<file path="config.mk">
export PLATFORM = sky130hd
export DESIGN_NAME = pc_gen
export DESIGN_NICKNAME = d
export VERILOG_FILES = /design/src/rtl/pc_pkg.sv /design/src/rtl/pc_ras.sv /design/src/rtl/pc_gen.sv
export SDC_FILE = /design/constraint.sdc
export NUM_CORES = 1
export LEC_CHECK = 0
export ABC_AREA = 1
export BUFFER_PORTS_ARGS = -buffer_cell sky130_fd_sc_hd__buf_2
export CAP_MARGIN = 25
export CORE_MARGIN = 4
export CORE_UTILIZATION = 30
export DETAILED_ROUTE_END_ITERATION = 6
export SETUP_SLACK_MARGIN = 0.1
export SLEW_MARGIN = 25
export SYNTH_ARGS = -nofsm -noshare
export SYNTH_HDL_FRONTEND = slang
export SYNTH_SLANG_ARGS = --single-unit
</file>
<file path="constraint.sdc">
create_clock -name clk -period 2.4 [get_ports clk]
set_clock_uncertainty 0.15 [all_clocks]
set_input_delay 0.48 -clock clk [delete_from_list [all_inputs] [get_ports clk]]
set_output_delay 0.48 -clock clk [all_outputs]
set_load 0.02 [all_outputs]
</file>
<file path="src/rtl/pc_pkg.sv">
// Shared types and helpers for the fetch-address generator.
// The optional return-address stack is enabled by defining PC_RAS_EN.
package pc_pkg;

  localparam int unsigned MAX_ADDR_W = 64;

  typedef enum logic [1:0] {
    ST_BOOT,
    ST_RUN,
    ST_HALT
  } state_e;

  typedef enum logic [2:0] {
    SEL_TRAP,
    SEL_REDIR,
    SEL_RET,
    SEL_JUMP,
    SEL_HOLD,
    SEL_SEQ
  } sel_e;

  // Byte address to word address; callers truncate to their own width.
  function automatic logic [MAX_ADDR_W-3:0] byte_to_word(input logic [MAX_ADDR_W-1:0] byte_addr);
    return (MAX_ADDR_W-2)'(byte_addr >> 2);
  endfunction

endpackage

</file>
<file path="src/rtl/pc_ras.sv">
// Circular return-address stack: push overwrites the oldest entry when full,
// depth count saturates at DEPTH. DEPTH must be a power of two.
module pc_ras
  import pc_pkg::*;
#(
  parameter int unsigned DEPTH = 4,
  parameter int unsigned W     = 30
) (
  input  logic         clk,
  input  logic         rst,
  input  logic         push_i,
  input  logic         pop_i,
  input  logic [W-1:0] push_data_i,
  output logic [W-1:0] top_o,
  output logic         empty_o,
  output logic         full_o
);

  localparam int unsigned PTR_W = $clog2(DEPTH);
  localparam int unsigned CNT_W = $clog2(DEPTH + 1);

  logic [W-1:0]     mem_q [DEPTH];
  logic [PTR_W-1:0] ptr_q, ptr_d;
  logic [PTR_W-1:0] top_ptr;
  logic [CNT_W-1:0] cnt_q, cnt_d;

  // ptr_q points at the next free slot; the top lives one below it.
  always_comb begin
    ptr_d = ptr_q;
    cnt_d = cnt_q;
    if (push_i) begin
      ptr_d = ptr_q + PTR_W'(1);
      if (cnt_q != CNT_W'(DEPTH)) begin
        cnt_d = cnt_q + CNT_W'(1);
      end
    end else if (pop_i && (cnt_q != '0)) begin
      ptr_d = ptr_q - PTR_W'(1);
      cnt_d = cnt_q - CNT_W'(1);
    end
  end

  always_ff @(posedge clk or posedge rst) begin
    if (rst) begin
      ptr_q <= '0;
      cnt_q <= '0;
    end else begin
      ptr_q <= ptr_d;
      cnt_q <= cnt_d;
    end
  end

  always_ff @(posedge clk) begin
    if (push_i) begin
      mem_q[ptr_q] <= push_data_i;
    end
  end

  assign top_ptr = ptr_q - PTR_W'(1);
  assign top_o   = mem_q[top_ptr];
  assign empty_o = (cnt_q == '0);
  assign full_o  = (cnt_q == CNT_W'(DEPTH));

endmodule

</file>
<file path="src/rtl/pc_gen.sv">
// Fetch PC generator with boot/halt sequencing and next-PC priority select.
// Define PC_RAS_EN to build the return-address stack (pc_ras).
module pc_gen
  import pc_pkg::*;
#(
  parameter int unsigned       ADDR_W     = 32,
  parameter logic [ADDR_W-1:0] RESET_ADDR = '0,
  parameter logic [ADDR_W-1:0] TRAP_ADDR  = ADDR_W'('h80),
  parameter int unsigned       RAS_DEPTH  = 4
) (
  input  logic              clk,
  input  logic              rst,
  input  logic              stall,
  input  logic              halt_req,
  input  logic              trap,
  input  logic              redirect,
  input  logic [ADDR_W-3:0] redirect_addr,
  input  logic              jump,
  input  logic              call,
  input  logic              ret,
  input  logic [ADDR_W-3:0] id_pc,
  input  logic [ADDR_W-3:0] jump_addr,
  output logic [ADDR_W-3:0] pc,
  output logic              fetch_valid,
  output logic              ras_miss
);

  localparam int unsigned   WW       = ADDR_W - 2;
  localparam logic [WW-1:0] RESET_PC = WW'(byte_to_word(MAX_ADDR_W'(RESET_ADDR)));
  localparam logic [WW-1:0] TRAP_PC  = WW'(byte_to_word(MAX_ADDR_W'(TRAP_ADDR)));

  state_e        state_q, state_d;
  sel_e          sel;
  logic [WW-1:0] pc_q, pc_d;
  logic          fetch_valid_q, fetch_valid_d;
  logic          ras_miss_q, ras_miss_d;
  logic          ret_eff;
  logic [WW-1:0] ret_target;

  // State transition and next-PC source selection.
  always_comb begin
    state_d = state_q;
    sel     = SEL_HOLD;
    case (state_q)
      ST_BOOT: begin
        state_d = ST_RUN;
      end
      ST_RUN: begin
        if (halt_req) state_d = ST_HALT;
        if (trap)                      sel = SEL_TRAP;
        else if (redirect)             sel = SEL_REDIR;
        else if (stall || halt_req)    sel = SEL_HOLD;
        else if (ret_eff)              sel = SEL_RET;
        else if (jump)                 sel = SEL_JUMP;
        else                           sel = SEL_SEQ;
      end
      ST_HALT: begin
        if (!halt_req) state_d = ST_RUN;
        if (trap)          sel = SEL_TRAP;
        else if (redirect) sel = SEL_REDIR;
      end
      default: begin
        state_d = ST_BOOT;
      end
    endcase
  end

  always_comb begin
    pc_d = pc_q;
    case (sel)
      SEL_TRAP:  pc_d = TRAP_PC;
      SEL_REDIR: pc_d = redirect_addr;
      SEL_RET:   pc_d = ret_target;
      SEL_JUMP:  pc_d = jump_addr;
      SEL_SEQ:   pc_d = pc_q + WW'(1);
      default:   pc_d = pc_q;
    endcase
    fetch_valid_d = (state_d == ST_RUN) && !stall;
  end

`ifdef PC_RAS_EN
  logic          call_eff;
  logic          ras_push;
  logic          ras_pop;
  logic          ras_empty;
  logic          ras_full;
  logic [WW-1:0] ras_top;
  logic          unused_ras;

  // A call and a return together resolve as the call.
  assign call_eff   = jump & call;
  assign ret_eff    = ret & ~call_eff;
  assign ras_push   = (sel == SEL_JUMP) && call_eff;
  assign ras_pop    = (sel == SEL_RET) && !ras_empty;
  assign ret_target = ras_empty ? jump_addr : ras_top;
  assign ras_miss_d = (sel == SEL_RET) && ras_empty;
  assign unused_ras = ras_full;

  pc_ras #(
    .DEPTH (RAS_DEPTH),
    .W     (WW)
  ) u_ras (
    .clk         (clk),
    .rst         (rst),
    .push_i      (ras_push),
    .pop_i       (ras_pop),
    .push_data_i (id_pc + WW'(1)),
    .top_o       (ras_top),
    .empty_o     (ras_empty),
    .full_o      (ras_full)
  );
`else
  localparam int unsigned unused_ras_depth = RAS_DEPTH;
  logic unused_ras;

  assign ret_eff    = ret;
  assign ret_target = jump_addr;
  assign ras_miss_d = 1'b0;
  assign unused_ras = ^{call, id_pc};
`endif

  always_ff @(posedge clk or posedge rst) begin
    if (rst) begin
      state_q       <= ST_BOOT;
      pc_q          <= RESET_PC;
      fetch_valid_q <= 1'b0;
      ras_miss_q    <= 1'b0;
    end else begin
      state_q       <= state_d;
      pc_q          <= pc_d;
      fetch_valid_q <= fetch_valid_d;
      ras_miss_q    <= ras_miss_d;
    end
  end

  assign pc          = pc_q;
  assign fetch_valid = fetch_valid_q;
  assign ras_miss    = ras_miss_q;

endmodule
</file>
# ---- After elaboration in Yosys (flattened, before gate mapping)
# Index checks and enable logic that the tools add are counted.
dict set report classes {
  n_eq_ne 7
  mux 12
  add_sub_neg 1
  n_reduce_logical 7
}
# op n
set ops {}
lappend ops {{30-bit case mux with 4 select lines} 1}
lappend ops {{30-bit by 1-bit adder with 30-bit output (second input constant)} 1}
lappend ops {{3-bit 2-to-1 mux} 7}
lappend ops {{3-bit by 2-bit == test with 1-bit output (second input constant)} 2}
lappend ops {{2-bit case mux with 3 select lines} 1}
lappend ops {{3-bit case mux with 2 select lines} 1}
lappend ops {{2-bit by 1-bit == test with 1-bit output (second input constant)} 2}
lappend ops {{2-bit 2-to-1 mux} 2}
lappend ops {{4-bit nonzero test} 1}
lappend ops {{3-bit by 1-bit == test with 1-bit output (second input constant)} 1}
lappend ops {{3-bit == test (second input constant)} 1}
lappend ops {{3-bit logical NOT} 1}
lappend ops {{2-bit == test (second input constant)} 1}
lappend ops {{2-bit logical NOT} 1}
lappend ops {{2-bit OR reduction} 1}
lappend ops {{1-bit logical AND} 1}
lappend ops {{1-bit logical NOT} 1}
lappend ops {{1-bit logical OR} 1}
dict set report totals {
  inputBits 99
  elab_cells 30
  output_inout_bits 32
  register_bits 33
}

# ---- Longest topological paths before layout
dict set report logic_depth {
  depth_word 9
  mapped_depth 12
  depth_no_buf 11
}

# ---- Least setup slack after synthesis
# Ideal clock, no wire load.
dict set report synth_timing {
  path_type {register -> register}
  start {register state_q[0]}
  end {register pc_q[5] (netlist: pc[5])}
  path_slack_ps 474
  t_arrival_ps 1663
  path_buffers 1
  synth_period_minus_slack_ps 1926
  t_required_ps 2137
  setup_ps 113
  stages_incl_launch_ff 11
  cell_sequence {dfrtp_1 -> inv_1 -> ha_1 -> buf_4 -> nand3_1 -> nor2_1 -> nor2_4 -> a21oi_1 -> nand2_1 -> nand2_1 -> inv_1}
}
dict set report synth_via {
  elab_chain_cells 5
  word_cells_on_any_way 11
}
# element line_no
set synth_lines {}
lappend synth_lines {{start: declaration} pc_gen.sv:32} ;# state_e state_q, state_d;
lappend synth_lines {{start signal: assignment} pc_gen.sv:129} ;# state_q <= state_d;
lappend synth_lines {{2-bit == test / 2-bit by 1-bit == test with 1-bit output (equally long branches)} pc_gen.sv:44} ;# case (state_q)
lappend synth_lines {{3-bit case mux with 2 select lines (*)} pc_gen.sv:44}
lappend synth_lines {{3-bit by 2-bit == test with 1-bit output} pc_gen.sv:70} ;# case (sel)
lappend synth_lines {{2-bit OR reduction (no source line)} --}
lappend synth_lines {{30-bit case mux with 4 select lines / 4-bit nonzero test (equally long branches)} --}
lappend synth_lines {{end signal: assignment} pc_gen.sv:130} ;# pc_q <= pc_d;
lappend synth_lines {{end: declaration} pc_gen.sv:34} ;# logic [WW-1:0] pc_q, pc_d;
# Mark *: on every way between the ends. The rest lies on a longest branch, timed or not.
# A chain may end at the register's enable or synchronous reset.

# ---- Final worst setup path
dict set report layout_timing {
  start {register state_q[0]}
  end {register pc_q[27] (netlist: pc[27])}
}
# Same word-level chain as after synthesis.

==> results.py <==
metrics = {
    "synth": {
        "synth_edf_count": 0,
        "synth_top_area_share_pct": 29.3,
        "synthesis.nets": 550,
        "synthCells": 446,
        "yosys.area.top_type": "dfrtp_1",
        "async_reset_ff_share_pct": 100,
        "syn_avg_cell_area_um2": 6.32,
        "synthTopCellsByArea": "dfrtp_1 (29%), nand2_1 (21%), nand3_1 (10%)",
        "synth.cell_area_mm2": 0.00282,
        "ys_seq_elements": 33,
        "seq_area_frac_synth_pct": 29.3,
        "ys.flop_type": "dfrtp_1",
        "yosysWarnings": 0,
        "yosysUniqueCellTypes": 25,
    },
    "critical_path": {
        "worst-setup-path-type": "register to register",
        "startpoint_type": "register",
        "rr_endpoint": "pc[27]",
        "crit_path_end": "pc[27]",
        "worstPathMaxFanout": 17,
        "worstPathArrival_ps": 2190,
        "startpoint": "state_q[0]",
        "end_kind": "register",
        "reg2reg_depth": 9,
        "required_ps": 2470,
        "timing.reg2reg.setup_slack_ps": 280,
        "reg2reg_from": "state_q[0]",
    },
    "clock_tree": {
        "htree_num_levels": 2,
        "cts_hold_buffers": 0,
        "cts_buffer_depth": 2,
        "path_clk_slew_ps": 70,
        "root_buffer": "clkbuf_8",
        "clock_latency_ps": 280,
        "cts_tree": "done",
        "post-cts-setup-buffers": 0,
        "cts_resized": 0,
        "cts_buffers": 5,
        "cts_sinks": 33,
    },
    "detailed_routing": {
        "drcViolationCount": 0,
        "wl_met3_um": 459,
        "drtIter0Drc": 105,
        "routed-via-count": 3102,
        "first_pass_iters": 5,
        "via_per_inst": 4.71,
        "ant_nets": 0,
        "wire_per_inst_um": 13.2,
        "wl_met2_um": 4100,
        "top_layer": "met4",
        "wl_um": 8660,
        "wl_met1_um": 4050,
    },
    "sta": {
        "rsz0062_at_grt": "false",
        "finalSetupViolCount": 0,
        "setup_tns_ps": 0,
        "hold_viol_final": 0,
        "fmax_mhz": 471,
        "period_needed_ps": 2120,
        "period_share_pct": 88.5,
        "drv_slew": 0,
        "final.setup.worst_slack_ps": 277,
    },
    "power": {
        "power_frac_clock_pct": 14.9,
        "power_switching_w": 0.00143,
        "power.density_mw_per_mm2": 829,
        "combPwrFrac_pct": 51.6,
        "leakagePower_nw": 1.78,
        "swShare_pct": 49.1,
        "peakVddDrop_mv": 0.448,
        "p_int_w": 0.00149,
        "seq_power_share_pct": 33.5,
    },
    "global_route": {
        "antenna_found_initial": 0,
        "grt_pass1_vias": 3041,
        "grt_usage_pct": 15.9,
        "grt-ovfl-total": 0,
        "grt_max_degree": 34,
        "grt_pass1_wl_um": 14500,
    },
    "status": {
        "status": "finished, final reports clean",
    },
    "cells_and_area": {
        "mostFrequentLayoutCell": "nand2_1",
        "drive_gt1_share_pct": 23.0,
        "layout.nets": 651,
        "diodes": 0,
        "final_cell_mix": "nand2_1 (158), buf_2 (98), nand3_1 (59)",
        "syn2layout_area_growth_pct": 24.8,
    },
    "job": {
        "maxCapViolations": 0,
    },
    "placement": {
        "portBuffers": 98,
        "hpwl_um": 6770,
        "routabilityCongestion": 0.837,
        "dpl_worst_slack_ps": 260,
    },
    "floorplan": {
        "dieWidth_um": 105,
        "pin_count": 131,
        "core_mm2": 0.00920,
        "die_height_um": 105,
        "die-area_mm2": 0.0110,
        "start_util_pct": 30.7,
        "row_count": 35,
    },
    "hold_path": {
        "hold_path_class": "input pin to async pin",
    },
}
-- cell usage after synthesis (2+ instances only) --
library cell  number
a21oi_1            5
a21oi_4            2
buf_2              5
buf_4              4
buf_6              5
dfrtp_1           33
ha_1               5
inv_1             48
nand2_1          158
nand2_2            3
nand3_1           59
nand3b_1           6
nand4_1           31
nor2_1            54
nor2_4             4
o21ai_0            5
o21bai_1           2
xnor2_1            6
xor2_1             5
-- worst min path at each step --
stage / start / to / slack [ps] / depth (start not counted)
floorplan: stall / fetch_valid / 400 / 1
global placement: pc[29] / pc[29] / 380 / 2
detailed placement: pc[29] / pc[29] / 390 / 2
CTS: rst / pc[29] / 150 / 3
global route: rst / state_q[0] / 170 / 3
finish: rst / pc[29] / 150 / 3
-- state kept, by name (all words and copies together), names as in the netlist --
name,flops
state_q,2
pc,30
fetch_valid,1
-- final cells by class --
cell class	count	area, um^2
Clock buffer	7	86.3
Fill cell	1038	5680
Inverter	48	180
Multi-Input combinational cell	351	1700
Sequential cell	33	826
Tap cell	111	139
Timing Repair Buffer	108	586
-- power groups by stage --
stage | clock network, W | registers [W] | logic, W
final | 0.000435 | 0.000979 | 0.00150
after global routing | 0.000476 | 0.00102 | 0.00169
after CTS | 0.000449 | 0.000983 | 0.00151
after detailed placement | 0 | 0.000992 | 0.00151
after global placement | 0 | 0.000983 | 0.00148
after floorplan | 0 | 0.00112 | 0.000956
-- routing by layer --
metal	up-vias	GRT usage [%]
li1	1630	-
met1	1394	21.6
met2	73	26.5
met3	5	3.40
met4	0	2.25
met5	-	0
-- through the flow --
step / hold WS [ps] / util, % / cell area (um^2) / total power, W / instances
2_1_floorplan: 400 / - / 2820 / 0.00207 / 446
3_5_place_dp: 389 / 37.2 / 3420 / 0.00250 / 651
3_3_place_gp: 378 / 37.2 / 3420 / 0.00246 / 651
5_1_grt: 172 / 38.3 / 3520 / 0.00318 / 658
4_1_cts: 154 / 38.2 / 3510 / 0.00294 / 658
6_report: 148 / 38.3 / 3520 / 0.00292 / 658
-- kinds of logic after synthesis --
group | share of synthesized area, %
AO/OA/AOI/OAI | 3.46
flip-flops | 29.3
adder cells (fa/ha/maj) | 2.22
AND/OR/NAND/NOR | 51.1
buffers and inverters | 10.3
other | 0.133
XOR/XNOR | 3.42
-- critical path, stage by stage, from the launching register on --
cell and delay [ps]:
dfrtp_1 400, inv_1 90, ha_1 380, nand2_2 90, a21oi_4 150, nand3_4 210, a21oi_4 160, buf_4 230
nand3_1 100, nand3_1 90
Note: power is estimated with default switching activity, not from simulation.
